`src/rtl/p2_pkg.sv`:
```
// Shared types, constants and digit helpers for the reverse number-guessing game.
package p2_pkg;

    typedef enum logic [1:0] {
        StIdle  = 2'd0,
        StGuess = 2'd1,
        StWin   = 2'd2,
        StCheat = 2'd3
    } state_t;

    localparam int unsigned DEFAULT_MAX_VAL = 99;

    // Active-low segments ordered {g,f,e,d,c,b,a}
    localparam logic [6:0] SEG_BLANK = 7'b1111111;
    localparam logic [6:0] SEG_E     = 7'b0000110;
    localparam logic [6:0] SEG_R     = 7'b0101111;

    function automatic logic [3:0] tens_of(input logic [6:0] v);
        return 4'(v / 7'd10);
    endfunction

    function automatic logic [3:0] units_of(input logic [6:0] v);
        return 4'(v % 7'd10);
    endfunction

    function automatic logic [6:0] seg_digit(input logic [3:0] d);
        logic [6:0] s;
        case (d)
            4'd0:    s = 7'b1000000;
            4'd1:    s = 7'b1111001;
            4'd2:    s = 7'b0100100;
            4'd3:    s = 7'b0110000;
            4'd4:    s = 7'b0011001;
            4'd5:    s = 7'b0010010;
            4'd6:    s = 7'b0000010;
            4'd7:    s = 7'b1111000;
            4'd8:    s = 7'b0000000;
            4'd9:    s = 7'b0010000;
            default: s = SEG_BLANK;
        endcase
        return s;
    endfunction

endpackage

```
`src/rtl/button_edge.sv`:
```
// Two-flop synchronizer for an active-low button, pulsing press on its falling edge.
module button_edge (
    input  logic clk,
    input  logic reset,
    input  logic btn,
    output logic press
);

    logic sync1, sync2, prev;

    always_ff @(posedge clk) begin
        if (reset) begin
            sync1 <= 1'b1;
            sync2 <= 1'b1;
            prev  <= 1'b1;
        end else begin
            sync1 <= btn;
            sync2 <= sync1;
            prev  <= sync2;
        end
    end

    assign press = prev & ~sync2;

endmodule

```
`src/rtl/p2_guesser.sv`:
```
// Board-side binary-search guesser: narrows [lo,hi] from player answers and flags cheating.
module p2_guesser
    import p2_pkg::*;
#(
    parameter int unsigned MAX_VAL   = DEFAULT_MAX_VAL,
    parameter int unsigned BLINK_DIV = 25000000
) (
    input  logic       clk50M,
    input  logic       reset,
    input  logic [2:0] bt,
    output logic [6:0] ssd3,
    output logic [6:0] ssd2,
    output logic [6:0] ssd1,
    output logic [6:0] ssd0,
    output logic [9:0] led,
    output logic [6:0] guess,
    output logic [3:0] guesses,
    output logic [1:0] state
);

    logic [2:0]  press;
    state_t      state_q;
    logic [6:0]  lo_q, hi_q;
    logic [3:0]  guesses_q;
    logic [31:0] blink_cnt_q;
    logic        blank_q;
    logic [3:0]  count_digit;
    logic [3:0]  guesses_inc;

    for (genvar i = 0; i < 3; i++) begin : g_btn
        button_edge u_edge (
            .clk   (clk50M),
            .reset (reset),
            .btn   (bt[i]),
            .press (press[i])
        );
    end

    assign guess       = 7'(({1'b0, lo_q} + {1'b0, hi_q}) >> 1);
    assign count_digit = (guesses_q > 4'd9) ? 4'd9 : guesses_q;
    assign guesses_inc = (guesses_q == 4'd15) ? guesses_q : guesses_q + 4'd1;
    assign guesses     = guesses_q;
    assign state       = state_q;

    always_ff @(posedge clk50M) begin
        if (reset) begin
            state_q     <= StIdle;
            lo_q        <= 7'd0;
            hi_q        <= 7'(MAX_VAL);
            guesses_q   <= 4'd0;
            blink_cnt_q <= 32'd0;
            blank_q     <= 1'b0;
            ssd3        <= SEG_BLANK;
            ssd2        <= SEG_BLANK;
            ssd1        <= SEG_BLANK;
            ssd0        <= SEG_BLANK;
            led         <= 10'd0;
        end else begin
            // Simultaneous presses are ambiguous and therefore dropped entirely.
            unique case (state_q)
                StIdle: begin
                    if (press == 3'b001) state_q <= StGuess;
                end
                StGuess: begin
                    case (press)
                        3'b100: begin
                            guesses_q <= guesses_inc;
                            if (guess == lo_q) state_q <= StCheat;
                            else               hi_q    <= guess - 7'd1;
                        end
                        3'b010: begin
                            guesses_q <= guesses_inc;
                            if (guess == hi_q) state_q <= StCheat;
                            else               lo_q    <= guess + 7'd1;
                        end
                        3'b001: begin
                            guesses_q <= guesses_inc;
                            state_q   <= StWin;
                        end
                        default: ;
                    endcase
                end
                StWin: begin
                    if (blink_cnt_q == BLINK_DIV - 1) begin
                        blink_cnt_q <= 32'd0;
                        blank_q     <= ~blank_q;
                    end else begin
                        blink_cnt_q <= blink_cnt_q + 32'd1;
                    end
                end
                StCheat: ;
                default: ;
            endcase

            unique case (state_q)
                StGuess, StWin: begin
                    if (state_q == StWin && blank_q) begin
                        ssd3 <= SEG_BLANK;
                        ssd1 <= SEG_BLANK;
                        ssd0 <= SEG_BLANK;
                    end else begin
                        ssd3 <= seg_digit(count_digit);
                        ssd1 <= seg_digit(tens_of(guess));
                        ssd0 <= seg_digit(units_of(guess));
                    end
                    ssd2 <= SEG_BLANK;
                    led  <= (state_q == StWin) ? 10'h3FF : 10'd0;
                end
                StCheat: begin
                    ssd3 <= SEG_E;
                    ssd2 <= SEG_R;
                    ssd1 <= SEG_R;
                    ssd0 <= SEG_BLANK;
                    led  <= 10'b1010101010;
                end
                default: begin
                    ssd3 <= SEG_BLANK;
                    ssd2 <= SEG_BLANK;
                    ssd1 <= SEG_BLANK;
                    ssd0 <= SEG_BLANK;
                    led  <= 10'd0;
                end
            endcase
        end
    end

endmodule

```
`config.mk`:
```
export PLATFORM = sky130hd
export DESIGN_NAME = p2_guesser
export DESIGN_NICKNAME = d
export VERILOG_FILES = /design/src/rtl/p2_pkg.sv /design/src/rtl/button_edge.sv /design/src/rtl/p2_guesser.sv
export SDC_FILE = /design/constraint.sdc
export NUM_CORES = 1
export LEC_CHECK = 0
export BUFFER_PORTS_ARGS = -buffer_cell sky130_fd_sc_hd__buf_4
export CAP_MARGIN = 10
export CORE_AREA = 5 5 167 89
export CTS_CLUSTER_SIZE = 28
export DETAILED_ROUTE_END_ITERATION = 7
export DIE_AREA = 0 0 172 94
export PLACE_DENSITY = 0.61
export SLEW_MARGIN = 20
export SYNTH_ARGS = -nofsm -noshare
export SYNTH_HDL_FRONTEND = slang
export SYNTH_SLANG_ARGS = --single-unit
```
`constraint.sdc`:
```
create_clock -name clk50M -period 8.3 [get_ports clk50M]
set_input_delay 1.245 -clock clk50M [delete_from_list [all_inputs] [get_ports clk50M]]
set_output_delay 1.245 -clock clk50M [all_outputs]
set_load 0.005 [all_outputs]
```
==> key figures, run 1 <==
Finish
  – NumNets Final: 692
  – Diodes inserted: 0
  – Fraction of layout cells with a size suffix above 1: 15.5%
  – Area Overhead vs Synth: 14.1%
  – Fill cells: 1292
  – Post-layout util: 45.5%

Clocking
  – TritonCTS clock tree: yes
  – Clk Tree Root Cell: clkbuf_16
  – Clock transition at the registers of the reported paths: 0.06 ns
  – H-tree depth: 3
  – CTS resizes: 0
  – CTS buffer count: 9
  – Clock sink count: 86
  – Clock Latency Late Sink: 0.34 ns
  – Hold buffer count at CTS: 0
  – Max clock buf depth: 2
  – Postcts setup bufs: 0

Yosys
  – Area of the mapped netlist: 5280 µm²
  – Asr flop ratio synth: 0%
  – #FFs+latches synth: 86
  – Mean area per synthesized cell: 8.48 µm²
  – Post-synth EDFFs: 0
  – Seq/Total Area, Yosys: 32.6%
  – Unique masters post-synth: 73
  – Yosys warns: 0
  – Mapped Cells: 622
  – Main synth FF type: dfxtp_1

Global route
  – Antenna violations before repair: 0
  – Gr usage total: 16.6%
  – Largest net degree at the start of global routing: 38
  – Remaining Overflow, GRT: 0
  – Vias in the first global route: 4044
  – First-pass GRT wire length: 21300 µm

Drt
  – DRC violations left: 0
  – Final WL: 13200 µm
  – Met2 WL post-DR: 5050 µm
  – Via count: 4394
  – Uppermost layer routed: met4
  – Routed length per instance: 16.0 µm
  – Vias/cell: 5.30
  – Drt first pass iters: 5
  – Initial drt markers: 341
  – DRT met1 WL: 7060 µm
  – Met3 routed WL: 1030 µm
  – Antenna Nets Post-Route: 0

Die
  – Row cnt: 30
  – Die Y-Extent: 94 µm
  – I/O Pins: 56
  – Initial Util: 39.9%
  – Die W: 172 µm
  – Core footprint: 13200 µm²
  – DIE AREA: 16200 µm²

STA
  – Max Slew Vio Count: 0
  – Slew at the pin with the worst max-slew slack: 0.827 ns
  – RSZ-0062 raised after global routing: false
  – Max Freq: 0.169 GHz
  – Clock Skew: 0.00853 ns
  – Max-slew headroom: 44.4%
  – Min cycle time layout: 5.92 ns
  – TNS Setup: 0 ns
  – Endpoints failing hold: 0
  – Final-report setup violation count: 0
  – Fin crit share: 71.3%

Placed design
  – HPWL Detailed: 10100 µm
  – Buffers on Ports: 50
  – GPL Wtd Cong: 0.907

Critical path
  – Crit start category: flip-flop
  – Slowest stage delay, CP: 0.50 ns
  – Most Frequent Cell on Critical Path: ha_1
  – Critical Path Fanout Max: 12
  – Critical path cell sequence: ha_1 -> nor4b_1 -> a2111o_1 -> or3_1 -> ha_1 -> and4b_1 -> a311o_1 -> or3_1 -> nor3_4 -> nor2_2 -> a31o_2 -> a21oi_1 -> ha_1 -> inv_1 -> a211oi_4 -> xnor2_1 -> ha_1 -> mux2_2 -> a211oi_1 -> o31ai_1
  – CP max-delay cell: ha_1
  – Worst Path Arrival: 6.14 ns
  – CP endpoint kind: flip-flop
  – Crit path kind: reg2reg
  – Crit path required time: 8.52 ns

Pwr
  – P per Cell Area: 160 nW/µm²
  – VDD IR-drop max: 0.0840 mV
  – Leak: 2.33 nW

Job
  – Max-cap viol count: 0

Outcome
  – Status: completed

Min path
  – Worst min path class: reg2reg
[synthesized netlist by cell type, types with 9 or more instances]
cell type / n / share of area [%]
dfxtp_1: 86 / 33
nor2_1: 77 / 5.5
nand2_1: 51 / 3.6
ha_1: 37 / 8.8
xnor2_1: 35 / 5.8
xor2_1: 25 / 4.1
inv_1: 24 / 1.7
o21ai_0: 22 / 2.1
nand3_1: 18 / 1.7
a21oi_1: 17 / 1.6
clkbuf_1: 17 / 1.2
buf_4: 15 / 2.1
nor3_1: 14 / 1.3
a211oi_1: 12 / 1.7
nand4_1: 11 / 1.3
nor2b_1: 11 / 1.3
mux2i_1: 10 / 1.9
or2_2: 10 / 1.2
and3_1: 9 / 1.1
[path summary, 6_finish.rpt]
kind	cells past startpoint	start	slack (ns)	end
setup / recovery	20	lo_q[5]	2.38	ssd0[6]
hold reg to reg	1	g_btn[2].u_edge.sync1	0.41	g_btn[2].u_edge.sync2
hold / removal	1	g_btn[2].u_edge.sync1	0.41	g_btn[2].u_edge.sync2
setup reg to reg	20	lo_q[5]	2.38	ssd0[6]
[per-stage QoR]
step | setup WS [ns] | total power [mW] | hold slack (ns) | std cells | instance area (µm²)
floorplan | 3.07 | 0.493 | 0.389 | 626 | 5290
global placement | 2.73 | 0.516 | 0.397 | 814 | 5680
detailed placement | 2.48 | 0.519 | 0.397 | 814 | 5680
CTS | 2.48 | 0.976 | 0.413 | 829 | 6020
global route | 2.00 | 1.01 | 0.443 | 829 | 6020
finish | 2.38 | 0.965 | 0.413 | 829 | 6020
[where the power goes]
part,internal (mW),switching (mW)
clock network,0.292,0.163
registers,0.420,0.00405
logic,0.0347,0.0511
total,0.747,0.218
[registers in the layout, indices dropped and copies added, names as in the netlist]
register,count
blink_cnt_q,32
hi_q,7
lo_q,7
ssd0,7
ssd1,7
ssd3,7
guesses,4
g_btn.u_edge.prev,3
g_btn.u_edge.sync1,3
g_btn.u_edge.sync2,3
led,2
state,2
blank_q,1
ssd2,1
[cell families (layout without fill, tap and decap cells)]
kind of cell               count (synthesis)  count (layout)  share of synthesized area, %
other                                      1               5                        0.0711
adders and majority gates                 38              38                          9.15
muxes                                     13              13                          2.58
and+or+nand+nor                          251             251                          24.3
DFF                                       86              86                          32.6
xor gates and xnor gates                  60              60                          9.96
AOI/OAI and AO/OA                        104             104                          14.7
buffers and inverters                     69              96                          6.66
[layout by cell type, fill, tap and decap left out, types with 7 or more instances in the layout]
master	count
nor2b_1	11
nor3_1	14
nand4_1	11
nor2_1	77
and3_1	9
or2_2	10
nand2_1	51
nand3_1	18
xnor2_1	35
a21oi_1	17
a211oi_1	12
ha_1	37
nand2b_1	7
dfxtp_1	86
buf_4	53
inv_1	24
clkbuf_16	9
xor2_1	25
o21ai_0	22
mux2i_1	10
[worst max-delay path, delay by kind of cell, from the launching register on]
kind,cells,cell delay (ns)
AO/OA/AOI/OAI,7,1.75
AND/OR/NAND/NOR,6,1.81
buffers and inverters,1,0.10
XOR/XNOR,1,0.19
multiplexers,1,0.27
adder cells (fa/ha/maj),4,1.33
flip-flops,1,0.34
[area by class of cell]
type,count,area (µm²),share of cell area [%]
Tap cell,176,220,3.66
Clock buffer,9,225,3.74
Sequential cell,86,1720,28.6
Timing Repair Buffer,53,398,6.61
Multi-Input combinational cell,471,3220,53.6
Clock inverter,6,111,1.85
Inverter,28,118,1.95
[per-layer routing]
layer  vias to the layer above  global-route usage [%]
met5                         -                       0
met4                         0                    2.62
met3                         9                    5.00
met2                       141                    22.6
met1                      2062                    25.6
li1                       2182                       -
Note: power is estimated with default switching activity, not from simulation.
==> inputs of run 2 (changes only) <==
- PLACE_DENSITY: 0.61 -> 0.63
- clock period: 8.3 -> 5.16 ns (I/O delays scaled with it)
==> key figures, run 2 (synthesized netlist as in run 1, its figures left out) <==
Finish
  – Most common cell after layout, fill and taps aside: dfxtp_1
  – Biggest register: blink_cnt_q
  – Fraction of layout cells with a size suffix above 1: 20.9% (+5.4 points)
  – Max reg flops: 32 (unchanged)
  – Post-layout util: 47.7% (+2.1 points)
  – Diodes inserted: 0 (unchanged)
  – Area Overhead vs Synth: 19.3%
  – Fin cells: 851 (+2.7%)
  – Most frequent cells in the layout: dfxtp_1, nor2_1, buf_4
  – NumNets Final: 713 (+3.0%)

Die
  – DIE AREA: 16200 µm² (unchanged)
  – I/O Pins: 56 (unchanged)
  – Row cnt: 30 (unchanged)
  – Core footprint: 13200 µm² (unchanged)
  – Initial Util: 39.9% (unchanged)
  – Die Y-Extent: 94 µm (unchanged)
  – Die W: 172 µm (unchanged)

Drt
  – Initial drt markers: 317 (-7.0%)
  – Drt first pass iters: 5 (unchanged)
  – Via count: 4512 (+2.7%)
  – Final WL: 13600 µm (+2.8%)
  – DRC violations left: 0 (unchanged)
  – Routed length per instance: 16.0 µm (about the same)
  – Vias/cell: 5.30 (about the same)
  – Antenna Nets Post-Route: 0 (unchanged)

Placed design
  – Placed Cells: 827 (+1.6%)
  – Buffers on Ports: 50 (unchanged)
  – GPL Wtd Cong: 0.869 (-4.1%)
  – HPWL Detailed: 10100 µm (+0.31%)

STA
  – Final-report setup violation count: 0 (unchanged)
  – Max-slew headroom: 45.6% (+1.1 points)
  – Max Slew Vio Count: 0 (unchanged)
  – Slew at the pin with the worst max-slew slack: 0.810 ns (-0.0169 ns)
  – Max Freq: 0.199 GHz (+18%)
  – Endpoints failing hold: 0 (unchanged)
  – Fin crit share: 97.5% (+26 points)
  – Clock Skew: 0.0119 ns (+0.00342 ns)
  – TNS Setup: 0 ns (unchanged)
  – Min cycle time layout: 5.03 ns (-0.891 ns)

Clocking
  – H-tree depth: 3 (unchanged)
  – Clock Latency Late Sink: 0.34 ns (about the same)
  – Clock transition at the registers of the reported paths: 0.07 ns (about the same)
  – Hold buffer count at CTS: 0 (unchanged)
  – Max clock buf depth: 2 (unchanged)
  – Clk Tree Root Cell: clkbuf_16
  – TritonCTS clock tree: yes
  – CTS buffer count: 9 (unchanged)
  – Clock sink count: 86 (unchanged)

Global route
  – Remaining Overflow, GRT: 0 (unchanged)
  – Largest net degree at the start of global routing: 38 (unchanged)
  – Antenna violations before repair: 0 (unchanged)
  – First-pass GRT wire length: 21800 µm (+2.5%)
  – Vias in the first global route: 4278 (+5.8%)
  – Gr usage total: 16.7% (+0.11 points)

Critical path
  – Critical Path Fanout Max: 6 (-6)
  – Crit path kind: reg2reg
  – Worst Path Arrival: 5.22 ns (-0.92 ns)
  – Crit path required time: 5.36 ns (-3.16 ns)
  – Crit start category: flip-flop
  – CP endpoint kind: flip-flop

Min path
  – Worst min path class: reg2reg

Pwr
  – Leak: 2.45 nW (+5.0%)
  – P per Cell Area: 245 nW/µm² (+53%)
  – VDD IR-drop max: 0.161 mV (+91%)

Outcome
  – Status: completed

Job
  – Max-cap viol count: 0 (unchanged)
## run 2: cell count changes in the layout (fill, tap and decap cells not counted), moves of 2 or more
| cell | change |
|---|---|
| buf_4 | +20 |
| dfxtp_1 | -2 |
| dfxtp_2 | +2 |
| ha_1 | -5 |
| ha_2 | +2 |
| ha_4 | +3 |
| nor3_1 | -2 |
| nor3_2 | +2 |
## run 2: area by class of cell
cell class                      count  area (µm²)
Sequential cell                    86        1720
Timing Repair Buffer               74         559
Fill cell                        1261        6920
Clock buffer                       11         243
Multi-Input combinational cell    471        3350
Clock inverter                      5        82.6
Inverter                           28         118
Tap cell                          176         220
## run 2: worst paths after layout
| check | startpoint | to | slack, ns | cells after the start |
|---|---|---|---|---|
| max | lo_q[0] | ssd0[6] | 0.13 | 21 |
| min | g_btn[2].u_edge.sync1 | g_btn[2].u_edge.sync2 | 0.41 | 1 |
| max reg2reg | lo_q[0] | ssd0[6] | 0.13 | 21 |
| min reg2reg | g_btn[2].u_edge.sync1 | g_btn[2].u_edge.sync2 | 0.41 | 1 |
## run 2: where the power goes
part	leakage, nW	switching [mW]	internal, mW
Combinational	1.59	0.0888	0.0690
Sequential	0.697	0.00635	0.676
Clock	0.160	0.263	0.438
## run 2: worst max-delay path, cell delays in order, from the launching register on
cell and delay [ns]:
dfxtp_2 0.34, and2_4 0.16, fa_2 0.37, a211oi_2 0.26, nand2b_4 0.17, o311a_2 0.20
ha_4 0.15, and4b_1 0.19, a311o_1 0.34, or3_4 0.44, nor3_4 0.27, nor2_2 0.07
a31o_2 0.22, a21oi_4 0.20, ha_4 0.17, inv_1 0.08, a211oi_4 0.30, xnor2_2 0.13
ha_1 0.24, mux2_2 0.27, a211oi_1 0.19, o31ai_1 0.11
## run 2: timing repair
item / CTS / global route
pin swaps: 0 / 8
resized for setup: 1 / 24
buffers inserted: 0 / 8
cloned: 0 / 0
hold endpoints to repair: 0 / 0
endpoints found under the setup margin: 8 / 13
## run 2: layer usage
layer | GRT usage [%] | part of all wire [%] | vias to the layer above
li1 | - | - | 2233
met1 | 26.3 | 53 | 2138
met2 | 23.2 | 40 | 134
met3 | 3.45 | 6.2 | 7
met4 | 2.62 | 0.43 | 0
met5 | 0 | 0 | -
## run 2: through the flow
| step | worst slack [ns] | power [mW] | cell area [µm²] | hold slack, ns |
|---|---|---|---|---|
| after floorplan | 0.0281 | 0.794 | 5300 | 0.389 |
| after global placement | 0.147 | 0.834 | 5780 | 0.400 |
| after detailed placement | -0.0144 | 0.837 | 5780 | 0.397 |
| after CTS | 0.0442 | 1.54 | 6110 | 0.412 |
| after global routing | -0.0865 | 1.60 | 6300 | 0.433 |
| final | 0.131 | 1.54 | 6300 | 0.410 |
